**config.mk**
```make
export PLATFORM = sky130hd
export DESIGN_NAME = pipeline_mem_flat
export DESIGN_NICKNAME = d
export VERILOG_FILES = /design/src/rtl/pipeline_pkg.sv /design/src/rtl/pipeline_mem_if.sv /design/src/rtl/Mem_align.sv /design/src/rtl/pipeline_mem.sv /design/src/flat_wrapper.sv
export SDC_FILE = /design/constraint.sdc
export NUM_CORES = 1
export LEC_CHECK = 0
export CORE_AREA = 2 2 127 129
export CTS_BUF_LIST = sky130_fd_sc_hd__clkbuf_4 sky130_fd_sc_hd__clkbuf_8
export DETAILED_ROUTE_END_ITERATION = 12
export DIE_AREA = 0 0 129 131
export GPL_TIMING_DRIVEN = 0
export HOLD_SLACK_MARGIN = 0.05
export PLACE_DENSITY = 0.78
export SLEW_MARGIN = 10
export SYNTH_ARGS = -nofsm -noshare
export SYNTH_HDL_FRONTEND = slang
export SYNTH_SLANG_ARGS = --single-unit
```
**constraint.sdc**
```tcl
create_clock -name clk -period 5.2 [get_ports clk]
set_input_delay 0.78 -clock clk [delete_from_list [all_inputs] [get_ports clk]]
set_output_delay 0.78 -clock clk [all_outputs]
set_load 0.02 [all_outputs]
```
**src/rtl/pipeline_pkg.sv**
```systemverilog
// Shared encodings for the MEM stage: access sizes, writeback select, FSM states, timeout default.
package pipeline_pkg;

  localparam int unsigned TIMEOUT_DEFAULT = 64;

  localparam logic [1:0] SIZE_BYTE = 2'b00;
  localparam logic [1:0] SIZE_HALF = 2'b01;
  localparam logic [1:0] SIZE_WORD = 2'b10;

  localparam logic [1:0] WB_SEL_ALU = 2'b00;
  localparam logic [1:0] WB_SEL_MEM = 2'b01;
  localparam logic [1:0] WB_SEL_PC4 = 2'b10;

  typedef logic [0:0] state_t;
  localparam state_t ST_IDLE = 1'b0;
  localparam state_t ST_WAIT = 1'b1;

  function automatic logic is_misaligned(input logic [1:0] size, input logic [1:0] addr_lo);
    return ((size == SIZE_HALF) && addr_lo[0]) || ((size == SIZE_WORD) && (addr_lo != 2'b00));
  endfunction

endpackage

```
**src/rtl/pipeline_mem_if.sv**
```systemverilog
// Data-memory bus between the MEM stage (master) and the memory (slave).
interface pipeline_mem_if;
  logic        dmem_req;
  logic        dmem_we;
  logic [31:0] dmem_addr;
  logic [31:0] dmem_wdata;
  logic [3:0]  dmem_wstrb;
  logic        dmem_ack;
  logic [31:0] dmem_rdata;

  modport master (
    output dmem_req, dmem_we, dmem_addr, dmem_wdata, dmem_wstrb,
    input  dmem_ack, dmem_rdata
  );

  modport slave (
    input  dmem_req, dmem_we, dmem_addr, dmem_wdata, dmem_wstrb,
    output dmem_ack, dmem_rdata
  );
endinterface

```
**src/rtl/Mem_align.sv**
```systemverilog
// Combinational load extraction (shift + sign/zero extend) and store lane replication/strobes.
module Mem_align
  import pipeline_pkg::*;
(
  input  logic [1:0]  addr_lo,
  input  logic [1:0]  size,
  input  logic        is_unsigned,
  input  logic        is_store,
  input  logic [31:0] rdata,
  input  logic [31:0] sdata,
  output logic [31:0] load_data,
  output logic [31:0] wdata,
  output logic [3:0]  wstrb
);

  logic [7:0]  byte_v;
  logic [15:0] half_v;

  assign byte_v = rdata[{addr_lo, 3'b000} +: 8];
  assign half_v = rdata[{addr_lo[1], 4'b0000} +: 16];

  always_comb begin
    load_data = rdata;
    wdata     = sdata;
    wstrb     = 4'b1111;
    case (size)
      SIZE_BYTE: begin
        load_data = {{24{~is_unsigned & byte_v[7]}}, byte_v};
        wdata     = {4{sdata[7:0]}};
        wstrb     = 4'b0001 << addr_lo;
      end
      SIZE_HALF: begin
        load_data = {{16{~is_unsigned & half_v[15]}}, half_v};
        wdata     = {2{sdata[15:0]}};
        wstrb     = 4'b0011 << {addr_lo[1], 1'b0};
      end
      default: ;
    endcase
    if (!is_store) wstrb = '0;
  end

endmodule

```
**src/rtl/pipeline_mem.sv**
```systemverilog
// MEM stage: data-memory handshake FSM with timeout, and the MEM/WB pipeline register.
// Optional misaligned-access trap enabled by defining MISALIGN_TRAP_EN.
module pipeline_mem
  import pipeline_pkg::*;
#(
  parameter int unsigned TIMEOUT = TIMEOUT_DEFAULT
) (
  input  logic        clk,
  input  logic        rst,
  input  logic        in_valid,
  input  logic [31:0] ALU_res_in,
  input  logic [31:0] rs2_data,
  input  logic [31:0] PC_in,
  input  logic [1:0]  MemtoReg_in,
  input  logic        RegWrite_in,
  input  logic [4:0]  rd_in,
  input  logic        MemRead,
  input  logic        MemWrite,
  input  logic [1:0]  mem_size,
  input  logic        mem_unsigned,
  input  logic        flush,
  output logic        stall,
  pipeline_mem_if.master dmem,
  output logic        wb_valid,
  output logic [31:0] ALU_res,
  output logic [31:0] Mem_res,
  output logic [31:0] PC,
  output logic [1:0]  MemtoReg,
  output logic        RegWrite,
  output logic [4:0]  rd,
`ifdef MISALIGN_TRAP_EN
  output logic        misalign,
`endif
  output logic        bus_err
);

  state_t      state_q, state_d;
  logic [7:0]  cnt_q, cnt_d;
  logic        kill_q, kill_d;
  logic        in_wait, memop, trap, issue, req, timeout_hit, done, kill;
  logic        alu_ld, trap_ld;
  logic [31:0] load_data;

  logic        wb_valid_q, wb_valid_d, regwrite_q, regwrite_d, bus_err_q, bus_err_d;
  logic [31:0] alu_q, alu_d, mem_q, mem_d, pc_q, pc_d;
  logic [1:0]  mtr_q, mtr_d;
  logic [4:0]  rd_q, rd_d;
`ifdef MISALIGN_TRAP_EN
  logic        mis_q, mis_d;
`endif

  assign in_wait = (state_q == ST_WAIT);
  assign memop   = in_valid & (MemRead | MemWrite);
`ifdef MISALIGN_TRAP_EN
  assign trap    = memop & is_misaligned(mem_size, ALU_res_in[1:0]);
`else
  assign trap    = 1'b0;
`endif
  assign issue       = ~in_wait & memop & ~flush & ~trap;
  assign req         = ~rst & (issue | in_wait);
  assign timeout_hit = in_wait & (cnt_q == 8'(TIMEOUT - 1));
  assign stall       = req & ~dmem.dmem_ack & ~timeout_hit;
  assign done        = req & (dmem.dmem_ack | timeout_hit);
  // A flush arriving while the bus is busy only marks the result dead; the access still completes.
  assign kill        = kill_q | (in_wait & flush);
  assign alu_ld      = ~in_wait & in_valid & ~memop & ~flush;
  assign trap_ld     = ~in_wait & trap & ~flush;

  assign dmem.dmem_req  = req;
  assign dmem.dmem_we   = MemWrite;
  assign dmem.dmem_addr = {ALU_res_in[31:2], 2'b00};

  Mem_align u_align (
    .addr_lo     (ALU_res_in[1:0]),
    .size        (mem_size),
    .is_unsigned (mem_unsigned),
    .is_store    (MemWrite),
    .rdata       (dmem.dmem_rdata),
    .sdata       (rs2_data),
    .load_data   (load_data),
    .wdata       (dmem.dmem_wdata),
    .wstrb       (dmem.dmem_wstrb)
  );

  always_comb begin
    state_d = state_q;
    cnt_d   = cnt_q;
    kill_d  = kill_q;
    if (!in_wait) begin
      if (req && !dmem.dmem_ack) begin
        state_d = ST_WAIT;
        cnt_d   = '0;
        kill_d  = 1'b0;
      end
    end else if (dmem.dmem_ack || timeout_hit) begin
      state_d = ST_IDLE;
      cnt_d   = '0;
      kill_d  = 1'b0;
    end else begin
      cnt_d  = cnt_q + 8'd1;
      kill_d = kill;
    end
  end

  always_comb begin
    wb_valid_d = 1'b0;
    regwrite_d = 1'b0;
    bus_err_d  = bus_err_q;
    alu_d      = alu_q;
    mem_d      = mem_q;
    pc_d       = pc_q;
    mtr_d      = mtr_q;
    rd_d       = rd_q;
`ifdef MISALIGN_TRAP_EN
    mis_d      = mis_q;
`endif
    if (done || alu_ld || trap_ld) begin
      alu_d     = ALU_res_in;
      pc_d      = PC_in;
      mtr_d     = MemtoReg_in;
      rd_d      = rd_in;
      mem_d     = '0;
      bus_err_d = 1'b0;
`ifdef MISALIGN_TRAP_EN
      mis_d     = trap_ld;
`endif
      if (done) begin
        wb_valid_d = ~kill;
        // An ack in the timeout cycle still delivers real data.
        if (dmem.dmem_ack) begin
          regwrite_d = RegWrite_in & ~kill;
          mem_d      = MemRead ? load_data : '0;
        end else begin
          bus_err_d  = 1'b1;
        end
      end else begin
        wb_valid_d = 1'b1;
        regwrite_d = alu_ld & RegWrite_in;
      end
    end
  end

  always_ff @(posedge clk or posedge rst) begin
    if (rst) begin
      state_q    <= ST_IDLE;
      cnt_q      <= '0;
      kill_q     <= 1'b0;
      wb_valid_q <= 1'b0;
      regwrite_q <= 1'b0;
      bus_err_q  <= 1'b0;
      alu_q      <= '0;
      mem_q      <= '0;
      pc_q       <= '0;
      mtr_q      <= '0;
      rd_q       <= '0;
`ifdef MISALIGN_TRAP_EN
      mis_q      <= 1'b0;
`endif
    end else begin
      state_q    <= state_d;
      cnt_q      <= cnt_d;
      kill_q     <= kill_d;
      wb_valid_q <= wb_valid_d;
      regwrite_q <= regwrite_d;
      bus_err_q  <= bus_err_d;
      alu_q      <= alu_d;
      mem_q      <= mem_d;
      pc_q       <= pc_d;
      mtr_q      <= mtr_d;
      rd_q       <= rd_d;
`ifdef MISALIGN_TRAP_EN
      mis_q      <= mis_d;
`endif
    end
  end

  assign wb_valid = wb_valid_q;
  assign ALU_res  = alu_q;
  assign Mem_res  = mem_q;
  assign PC       = pc_q;
  assign MemtoReg = mtr_q;
  assign RegWrite = regwrite_q;
  assign rd       = rd_q;
  assign bus_err  = bus_err_q;
`ifdef MISALIGN_TRAP_EN
  assign misalign = mis_q;
`endif

endmodule
```
**src/flat_wrapper.sv**
```systemverilog
// flat-port wrapper written by rule: the top's interface ports become plain ports
module pipeline_mem_flat import pipeline_pkg::*;
#(
  parameter int unsigned TIMEOUT = TIMEOUT_DEFAULT
)
  (clk, rst, in_valid, ALU_res_in, rs2_data, PC_in, MemtoReg_in, RegWrite_in, rd_in, MemRead, MemWrite, mem_size, mem_unsigned, flush, stall, wb_valid, ALU_res, Mem_res, PC, MemtoReg, RegWrite, rd, bus_err, dmem_dmem_req, dmem_dmem_we, dmem_dmem_addr, dmem_dmem_wdata, dmem_dmem_wstrb, dmem_dmem_ack, dmem_dmem_rdata);
  pipeline_mem_if dmem_i ();
  input  logic clk;
  input  logic rst;
  input  logic in_valid;
  input  logic [31:0] ALU_res_in;
  input  logic [31:0] rs2_data;
  input  logic [31:0] PC_in;
  input  logic [1:0] MemtoReg_in;
  input  logic RegWrite_in;
  input  logic [4:0] rd_in;
  input  logic MemRead;
  input  logic MemWrite;
  input  logic [1:0] mem_size;
  input  logic mem_unsigned;
  input  logic flush;
  output logic stall;
  output logic wb_valid;
  output logic [31:0] ALU_res;
  output logic [31:0] Mem_res;
  output logic [31:0] PC;
  output logic [1:0] MemtoReg;
  output logic RegWrite;
  output logic [4:0] rd;
  output logic bus_err;
  output wire logic [$bits(dmem_i.dmem_req)-1:0] dmem_dmem_req;
  output wire logic [$bits(dmem_i.dmem_we)-1:0] dmem_dmem_we;
  output wire logic [$bits(dmem_i.dmem_addr)-1:0] dmem_dmem_addr;
  output wire logic [$bits(dmem_i.dmem_wdata)-1:0] dmem_dmem_wdata;
  output wire logic [$bits(dmem_i.dmem_wstrb)-1:0] dmem_dmem_wstrb;
  input wire logic [$bits(dmem_i.dmem_ack)-1:0] dmem_dmem_ack;
  input wire logic [$bits(dmem_i.dmem_rdata)-1:0] dmem_dmem_rdata;
  assign dmem_dmem_req = dmem_i.dmem_req;
  assign dmem_dmem_we = dmem_i.dmem_we;
  assign dmem_dmem_addr = dmem_i.dmem_addr;
  assign dmem_dmem_wdata = dmem_i.dmem_wdata;
  assign dmem_dmem_wstrb = dmem_i.dmem_wstrb;
  assign dmem_i.dmem_ack = dmem_dmem_ack;
  assign dmem_i.dmem_rdata = dmem_dmem_rdata;
  pipeline_mem #(.TIMEOUT(TIMEOUT)) u_core (.clk(clk), .rst(rst), .in_valid(in_valid), .ALU_res_in(ALU_res_in), .rs2_data(rs2_data), .PC_in(PC_in), .MemtoReg_in(MemtoReg_in), .RegWrite_in(RegWrite_in), .rd_in(rd_in), .MemRead(MemRead), .MemWrite(MemWrite), .mem_size(mem_size), .mem_unsigned(mem_unsigned), .flush(flush), .stall(stall), .dmem(dmem_i), .wb_valid(wb_valid), .ALU_res(ALU_res), .Mem_res(Mem_res), .PC(PC), .MemtoReg(MemtoReg), .RegWrite(RegWrite), .rd(rd), .bus_err(bus_err));
endmodule
```
==> qor.yml, run 1 <==
status: "finished, final reports clean"
numCtsBuffers: 17
synth_xor_area_share_pct: 0.305
cts.path.max_buffers: 2
h-tree-depth: 4
core-area_um2: 15600
drtPass1Iterations: 5
totalPowerFinal_mw: 3.20
gp_congestion: 0.892
dp_hpwl_um: 15400
post-route-min-period_ns: 4.10
rsz0062_at_grt: "false"
cts_tree: "done"
die-area_um2: 16900
cts_resized: 0
grt_pass1_wl_um: 29400
io_buffers: 318
cts_setup_buffers: 0
clk_latency_ns: 0.42
endpoint_kind: "output pin"
clock.fmax_mhz: 244
drc: 0
finalSetupViolCount: 0
layoutNonFillerInstCount: 1024
clock-sinks: 116
hold_path.class: "reg2reg"
period_share_pct: 78.8
synth-compound-area-share_pct: 14.5
synth_top_family_by_area: "multiplexers"
drv_cap: 0
viasPerCell: 5.08
criticalPathCategory: "in2out"
synthFlopType: "dfrtp_1"
via_count: 5201
skew_ns: 0.00964
dp_slack_ns: 1.12
first_iter_violations: 265
totalNegativeSetupSlack_ns: 0
clk_pin_slew_ns: 0.07
synthSimpleGateAreaFrac_pct: 5.11
final_common_cell: "clkdlybuf4s50_1"
max-vdd-ir-drop_mv: 0.144
drv_slew: 0
layout-drive-gt1-share_pct: 23.4
synthMuxAreaShare_pct: 20.8
cp.required_ns: 4.42
die_w_um: 129
io_pins: 323
num_antenna_cells: 0
holdBufCountCts: 0
overflow: 0
cp_max_fo: 10
critPathLaunchType: "input pin"
synth.ff_latch_count: 116
area_delta_synth_final_pct: 66.8
synth-seq-area-share_pct: 50.5
mostFrequentLayoutCells: "clkdlybuf4s50_1, dfrtp_1, mux2_2, buf_4, o21ai_0"
ant_nets: 0
synthesis.area_um2: 5750
syn_inst: 456
hold_viol: 0
crit_chain: "clkdlybuf4s50_1, buf_1, clkbuf_1, mux2i_1, o21ai_0, clkdlybuf4s50_1"
final_nets: 942
crit_top_cell: "clkdlybuf4s50_1"
fin_ws_ns: 1.10
antenna_found_initial: 0
ys_warn_count: 0
cp.arrival_ns: 3.32
syn_area_per_cell_um2: 12.6
synth_edf_count: 0
postLayoutCoreUtil_pct: 61.5
tightest_slew_ns: 0.797
slowest_delay_ns: 0.65
synthArstFlopShare_pct: 100
wl_per_cell_um: 19.1
synth_adder_area_share_pct: 0.218
slowest_stage: "clkdlybuf4s50_1"
grt_max_degree: 69
drt-total-wl_um: 19600
grt_pass1_vias: 5455
die_y_um: 131
grt_usage_pct: 22.8
start_util_pct: 36.9
num_rows: 46
cts_root_buf: "clkbuf_8"
ys_types: 52
slew_headroom_pct: 46.6
power.leakage_nw: 3.96
dp_cells: 992
power.density_nw_per_um2: 333
synthesized netlist by cell type (2+ instances only):
cell       number  share of area, %
a21o_1          2              0.26
a21oi_1         5              0.44
a221o_1        17               3.0
a221oi_1        8               1.2
a222oi_1        7               1.2
a22o_1          7               1.1
a31o_2          3              0.46
a31oi_1         5              0.54
and2_1          4              0.44
and3_1          3              0.33
buf_1           2              0.13
buf_2           3              0.26
buf_4          42               5.5
buf_6           7               1.4
clkbuf_1       14              0.91
dfrtp_1       116                50
inv_1           6              0.39
mux2_1          6               1.2
mux2_2         90                18
mux2i_1         9               1.6
nand2_1        15              0.98
nand2b_1        2              0.22
nand3_1         6              0.52
nor2_1          8              0.52
nor2b_1         3              0.33
nor3_1          7              0.61
o21ai_0        19               1.7
o2bb2ai_1      15               2.3
or2_2           2              0.22
path summary, 6_finish.rpt:
| kind | from | to | slack [ns] | cells past startpoint |
|---|---|---|---|---|
| worst max-delay path | mem_size[0] | dmem_dmem_wdata[30] | 1.10 | 6 |
| worst min-delay path | u_core.Mem_res[15] | u_core.Mem_res[15] | 0.49 | 1 |
| worst max register to register | u_core.cnt_q[0] | u_core.Mem_res[31] | 2.53 | 6 |
| worst min register to register | u_core.Mem_res[15] | u_core.Mem_res[15] | 0.49 | 1 |
| max in group asynchronous | rst | u_core.Mem_res[29] | 3.56 | 3 |
| min in group asynchronous | rst | u_core.ALU_res[24] | 0.95 | 2 |
metrics by stage:
stage,hold WS (ns),instance area (um2)
finish,0.488,9590
global route,0.517,9590
CTS,0.491,9590
detailed placement,0.469,9240
global placement,0.469,9210
floorplan,0.455,5750
final cells by class:
| cell class | count | area (um2) |
|---|---|---|
| well taps | 216 | 270 |
| repair buffers | 319 | 3210 |
| fillers | 1236 | 6010 |
| plain buffers | 68 | 469 |
| clock inverters | 15 | 118 |
| clock buffers | 17 | 234 |
| multi-input cells | 267 | 2360 |
| inverters | 6 | 27.5 |
| flip-flops and latches | 116 | 2900 |
logic make-up after synthesis:
kind of cell | Yosys count
flip-flops | 116
multiplexers | 106
AO/OA/AOI/OAI | 101
buffers and inverters | 74
AND/OR/NAND/NOR | 55
XOR/XNOR | 2
adder cells (fa/ha/maj) | 1
other | 1
worst max-delay path, delay by kind of cell:
kind,cells,cell delay (ns)
compound gates,1,0.19
mux,1,0.16
buf+inv,4,2.19
registers in the layout, indices dropped and copies added, names as in the netlist:
signal / cells
u_core.ALU_res: 32
u_core.Mem_res: 32
u_core.MemtoReg: 2
u_core.PC: 32
u_core.RegWrite: 1
u_core.bus_err: 1
u_core.cnt_q: 8
u_core.in_wait: 1
u_core.kill_q: 1
u_core.rd: 5
u_core.wb_valid: 1
metal layers:
metal / vias up / part of all wire (%) / wire [um] / global-route usage (%)
met5: - / 0 / 0 / 0
met4: 0 / 3.0 / 578 / 9.65
met3: 40 / 9.5 / 1850 / 7.70
met2: 311 / 52 / 10200 / 41.1
met1: 2495 / 35 / 6930 / 24.6
li1: 2355 / - / - / -
where the power goes:
group / switching [mW] / leakage [nW] / internal [mW]
registers: 0.109 / 1.45 / 1.10
clock network: 0.382 / 0.176 / 0.370
logic: 0.570 / 2.34 / 0.671
total: 1.06 / 3.96 / 2.14
No activity file was read; power rests on OpenSTA's default activity.
==> run 2: changes to the inputs <==
Clock period 5.2 ns to 3.9 ns, I/O delays scaled along.
==> run 2 against run 1 <==
Net effect:
- die area did not move
- combinational power up 34%
- sequential share of layout area decreased by 0.26 points
- clock power rose by 49%
- critical endpoint is now dmem_dmem_wstrb[3]
- non-clock buffer count grew 2
- design area rose by 0.87%
- sequential cell count unchanged
- first-iteration DRC count fell by 25%
- register-to-register slack lost 1.3 ns
- wire length rose by 0.55%
- global-route usage is 0.090 points lower
==> qor.yml, run 2 (synthesized netlist as in run 1, its figures left out) <==
num_rows: 46
drv_slew: 0
first_iter_violations: 199
ant_nets: 0
die-area_um2: 16900
grt_max_degree: 40
cts_setup_buffers: 0
hold_viol: 0
criticalPathCategory: "in2out"
post-route-cell-area_um2: 9680
regArea_um2: 2900
clock-sinks: 116
final_common_cell: "clkdlybuf4s50_1"
slew_headroom_pct: 45.5
placed_area_um2: 9270
max-vdd-ir-drop_mv: 0.208
die_y_um: 131
crit_path_start: "mem_size[0]"
hold_path.class: "reg2reg"
power.density_nw_per_um2: 453
reg2reg_from: "u_core.cnt_q[0]"
grt_pass1_wl_um: 29100
antenna_found_initial: 0
cp_max_fo: 10
dp_hpwl_um: 15800
core-area_um2: 15600
drv_cap: 0
wl_per_cell_um: 19.2
multi_input_area_um2: 2360
drc: 0
cts.path.max_buffers: 2
grt_usage_pct: 22.7
endpoint_kind: "output pin"
io_buffers: 318
layoutNonFillerInstCount: 1026
totalNegativeSetupSlack_ns: 0
area_delta_synth_final_pct: 68.3
holdBufCountCts: 0
drt-total-wl_um: 19700
cp.required_ns: 3.31
finalSetupViolCount: 0
mostFrequentLayoutCells: "clkdlybuf4s50_1, dfrtp_1, mux2_2, buf_4, clkbuf_8"
worstHoldStart: "u_core.Mem_res[15]"
cp.arrival_ns: 3.14
critPathLaunchType: "input pin"
clock.fmax_mhz: 268
rsz0062_at_grt: "false"
io_pins: 323
cts_root_buf: "clkbuf_8"
gp_congestion: 0.863
post-route-min-period_ns: 3.73
skew_ns: 0.0129
h-tree-depth: 4
grt_pass1_vias: 5486
via_count: 5206
period_share_pct: 95.5
numCtsBuffers: 17
clk_pin_slew_ns: 0.07
die_w_um: 129
layout-drive-gt1-share_pct: 23.6
r2r_cells: 6
clk_latency_ns: 0.44
tightest_slew_ns: 0.811
hold_slack_ns: 0.490
status: "finished, final reports clean"
drtPass1Iterations: 5
cts_tree: "done"
hold_path_depth: 1
viasPerCell: 5.07
fillers: 1244
num_antenna_cells: 0
cts_resized: 0
dp_cells: 994
final_nets: 944
overflow: 0
start_util_pct: 36.9
power.leakage_nw: 4.00
[run 2: cell count changes in the layout (fill, tap and decap cells not counted), sizes merged]
cell    change
clkinv      -4
clkbuf      +3
buf         +2
bufinv      +1
[run 2: where the power goes]
| part | switching, mW | total [mW] | internal [mW] |
|---|---|---|---|
| Combinational | 0.762 | 1.66 | 0.898 |
| Sequential | 0.142 | 1.60 | 1.46 |
| Clock | 0.503 | 1.12 | 0.617 |
[run 2: through the flow]
| stage | setup WS [ns] | power [mW] | util, % |
|---|---|---|---|
| floorplan | 0.227 | 2.39 | - |
| global placement | -1.78 | 3.25 | 59.1 |
| detailed placement | 0.176 | 3.30 | 59.4 |
| CTS | 0.155 | 4.43 | 62.0 |
| global route | 0.00952 | 4.59 | 62.0 |
| finish | 0.174 | 4.38 | 62.0 |
[run 2: cell type report]
cell class / instances / area share (%)
clock buffers: 20 / 2.84
well taps: 216 / 2.79
inverters: 6 / 0.272
clock inverters: 12 / 1.33
flip-flops and latches: 116 / 30.0
plain buffers: 68 / 4.85
multi-input cells: 267 / 24.4
repair buffers: 321 / 33.5
[run 2: path summary, 6_finish.rpt]
kind | to | slack (ns)
worst max-delay path | dmem_dmem_wstrb[3] | 0.17
worst min-delay path | u_core.Mem_res[15] | 0.49
worst max register to register | u_core.Mem_res[18] | 1.19
worst min register to register | u_core.Mem_res[15] | 0.49
max in group asynchronous | u_core.PC[17] | 2.48
min in group asynchronous | u_core.Mem_res[21] | 0.67
[run 2: per-layer routing]
layer / share of wire [%] / up-vias / track usage [%]
li1: - / 2364 / -
met1: 35 / 2514 / 22.8
met2: 53 / 289 / 42.0
met3: 8.9 / 39 / 7.86
met4: 3.4 / 0 / 11.3
met5: 0 / - / 0
[run 2: worst max-delay path: stages]
cell and delay (ns):
clkdlybuf4s50_1 0.56, buf_1 0.52, clkbuf_1 0.46, o21ai_0 0.13, a21boi_0 0.24, clkdlybuf4s50_1 0.64
==> run 3: changes to the inputs <==
Settings changed: CORE_AREA 2 2 127 129 to unset, CORE_MARGIN set to 5, CORE_UTILIZATION set to 40, DIE_AREA 0 0 129 131 to unset, PLACE_DENSITY 0.78 to 0.83, RECOVER_POWER set to 50.
==> run 3 against run 2 <==
Net effect:
- via count rose by 0.21%
- the run now ends with capacitance limit, slew limit left
- core utilization up 6.5 points
- clock power decreased by 5%
- highest routed layer unchanged
- wire length grew 4.8%
==> qor.yml, run 3 (synthesized netlist as in run 1, its figures left out) <==
cts_setup_buffers: 0
skew_ns: 0.0129
via_count: 5217
crit_buf_inv: 4
drc: 0
drv_cap: 2
finalSetupViolCount: 0
cp.arrival_ns: 3.09
h-tree-depth: 4
first_iter_violations: 185
io_buffers: 318
holdBufCountCts: 0
failed_checks: "capacitance limit, slew limit"
fillers: 1017
clock.fmax_mhz: 272
start_util_pct: 41.1
num_rows: 43
final_common_cell: "clkdlybuf4s50_1"
area_delta_synth_final_pct: 66.7
dp_slack_ns: 0.0224
grt_pass1_wl_um: 30500
io_pins: 323
cts_resized: 0
cts_root_buf: "clkbuf_8"
grt_usage_pct: 23.6
final_nets: 944
numCtsBuffers: 17
clk_pin_slew_ns: 0.07
layoutNonFillerInstCount: 990
dp_hpwl_um: 16800
cts.path.max_buffers: 2
critPathLaunchType: "input pin"
dp_cells: 958
fin_ws_ns: 0.227
gp_congestion: 0.902
postLayoutCoreUtil_pct: 68.5
criticalPathCategory: "in2out"
period_share_pct: 94.2
status: "finished, violations left"
wl_per_cell_um: 20.8
slowest_stage: "clkdlybuf4s50_1"
core-area_um2: 14000
regArea_um2: 2900
power.density_nw_per_um2: 444
multi_input_area_um2: 2360
die-area_um2: 16900
num_antenna_cells: 0
clock-sinks: 116
ant_nets: 0
cp.required_ns: 3.31
hold_viol: 0
drt-total-wl_um: 20600
rsz0062_at_grt: "false"
power.leakage_nw: 4.07
drv_slew: 76
critPathTopFamily: "buffers and inverters"
hold_path.class: "reg2reg"
crit_top_cell: "clkdlybuf4s50_1"
layout-drive-gt1-share_pct: 23.5
drtPass1Iterations: 5
tightest_slew_ns: 1.88
antenna_found_initial: 0
die_w_um: 130
post-route-cell-area_um2: 9590
cts_tree: "done"
slew_headroom_pct: -25.6
post-route-min-period_ns: 3.67
grt_pass1_vias: 5670
cp_max_fo: 10
die_y_um: 130
clk_latency_ns: 0.43
viasPerCell: 5.27
overflow: 0
crit_chain: "clkdlybuf4s50_1, clkbuf_2, clkbuf_1, o21ai_0, a21boi_0, clkdlybuf4s50_1"
grt_max_degree: 41
hold_slack_ns: 0.479
totalPowerFinal_mw: 4.25
placed_area_um2: 9230
max-vdd-ir-drop_mv: 0.171
endpoint_kind: "output pin"
slowest_delay_ns: 0.69
totalNegativeSetupSlack_ns: 0
mostFrequentLayoutCells: "clkdlybuf4s50_1, dfrtp_1, mux2_2, dlygate4sd3_1, buf_4"
run 3: cell type report:
class / instances / share of cell area (%)
Buffer: 68 / 4.91
Timing Repair Buffer: 321 / 33.6
Clock inverter: 13 / 1.30
Tap cell: 180 / 2.35
Sequential cell: 116 / 30.3
Multi-Input combinational cell: 267 / 24.6
Clock buffer: 19 / 2.73
Inverter: 6 / 0.248
run 3: worst paths after layout:
kind                                 endpoint                from  depth (start not counted)  slack [ns]
hold / removal             u_core.Mem_res[15]  u_core.Mem_res[15]                          1        0.48
hold reg to reg            u_core.Mem_res[15]  u_core.Mem_res[15]                          1        0.48
max in group asynchronous   u_core.ALU_res[8]                 rst                          4        0.68
setup reg to reg           u_core.Mem_res[17]     u_core.cnt_q[0]                          6        1.41
min in group asynchronous   u_core.Mem_res[1]                 rst                          2        0.90
setup / recovery           dmem_dmem_wstrb[3]         mem_size[0]                          6        0.23
run 3: worst reg2reg max path, delay by kind of cell (launching register included):
family	cells	cell delay, ns
AO/OA/AOI/OAI	3	1.06
adder cells (fa/ha/maj)	1	0.25
buffers and inverters	1	0.45
flip-flops	1	0.42
AND/OR/NAND/NOR	1	0.27
run 3: report_power, final:
part	leakage (nW)	total [mW]	internal, mW	switching [mW]
clock network	0.181	1.06	0.544	0.520
registers	1.45	1.60	1.46	0.136
logic	2.44	1.59	0.819	0.774
total	4.07	4.25	2.82	1.43
run 3: metal layers:
layer	up-vias	global-route usage [%]	share of wire, %
met5	-	0	0
met2	308	43.1	51
met4	0	10.8	3.7
met1	2484	23.6	34
li1	2364	-	-
met3	61	9.09	11
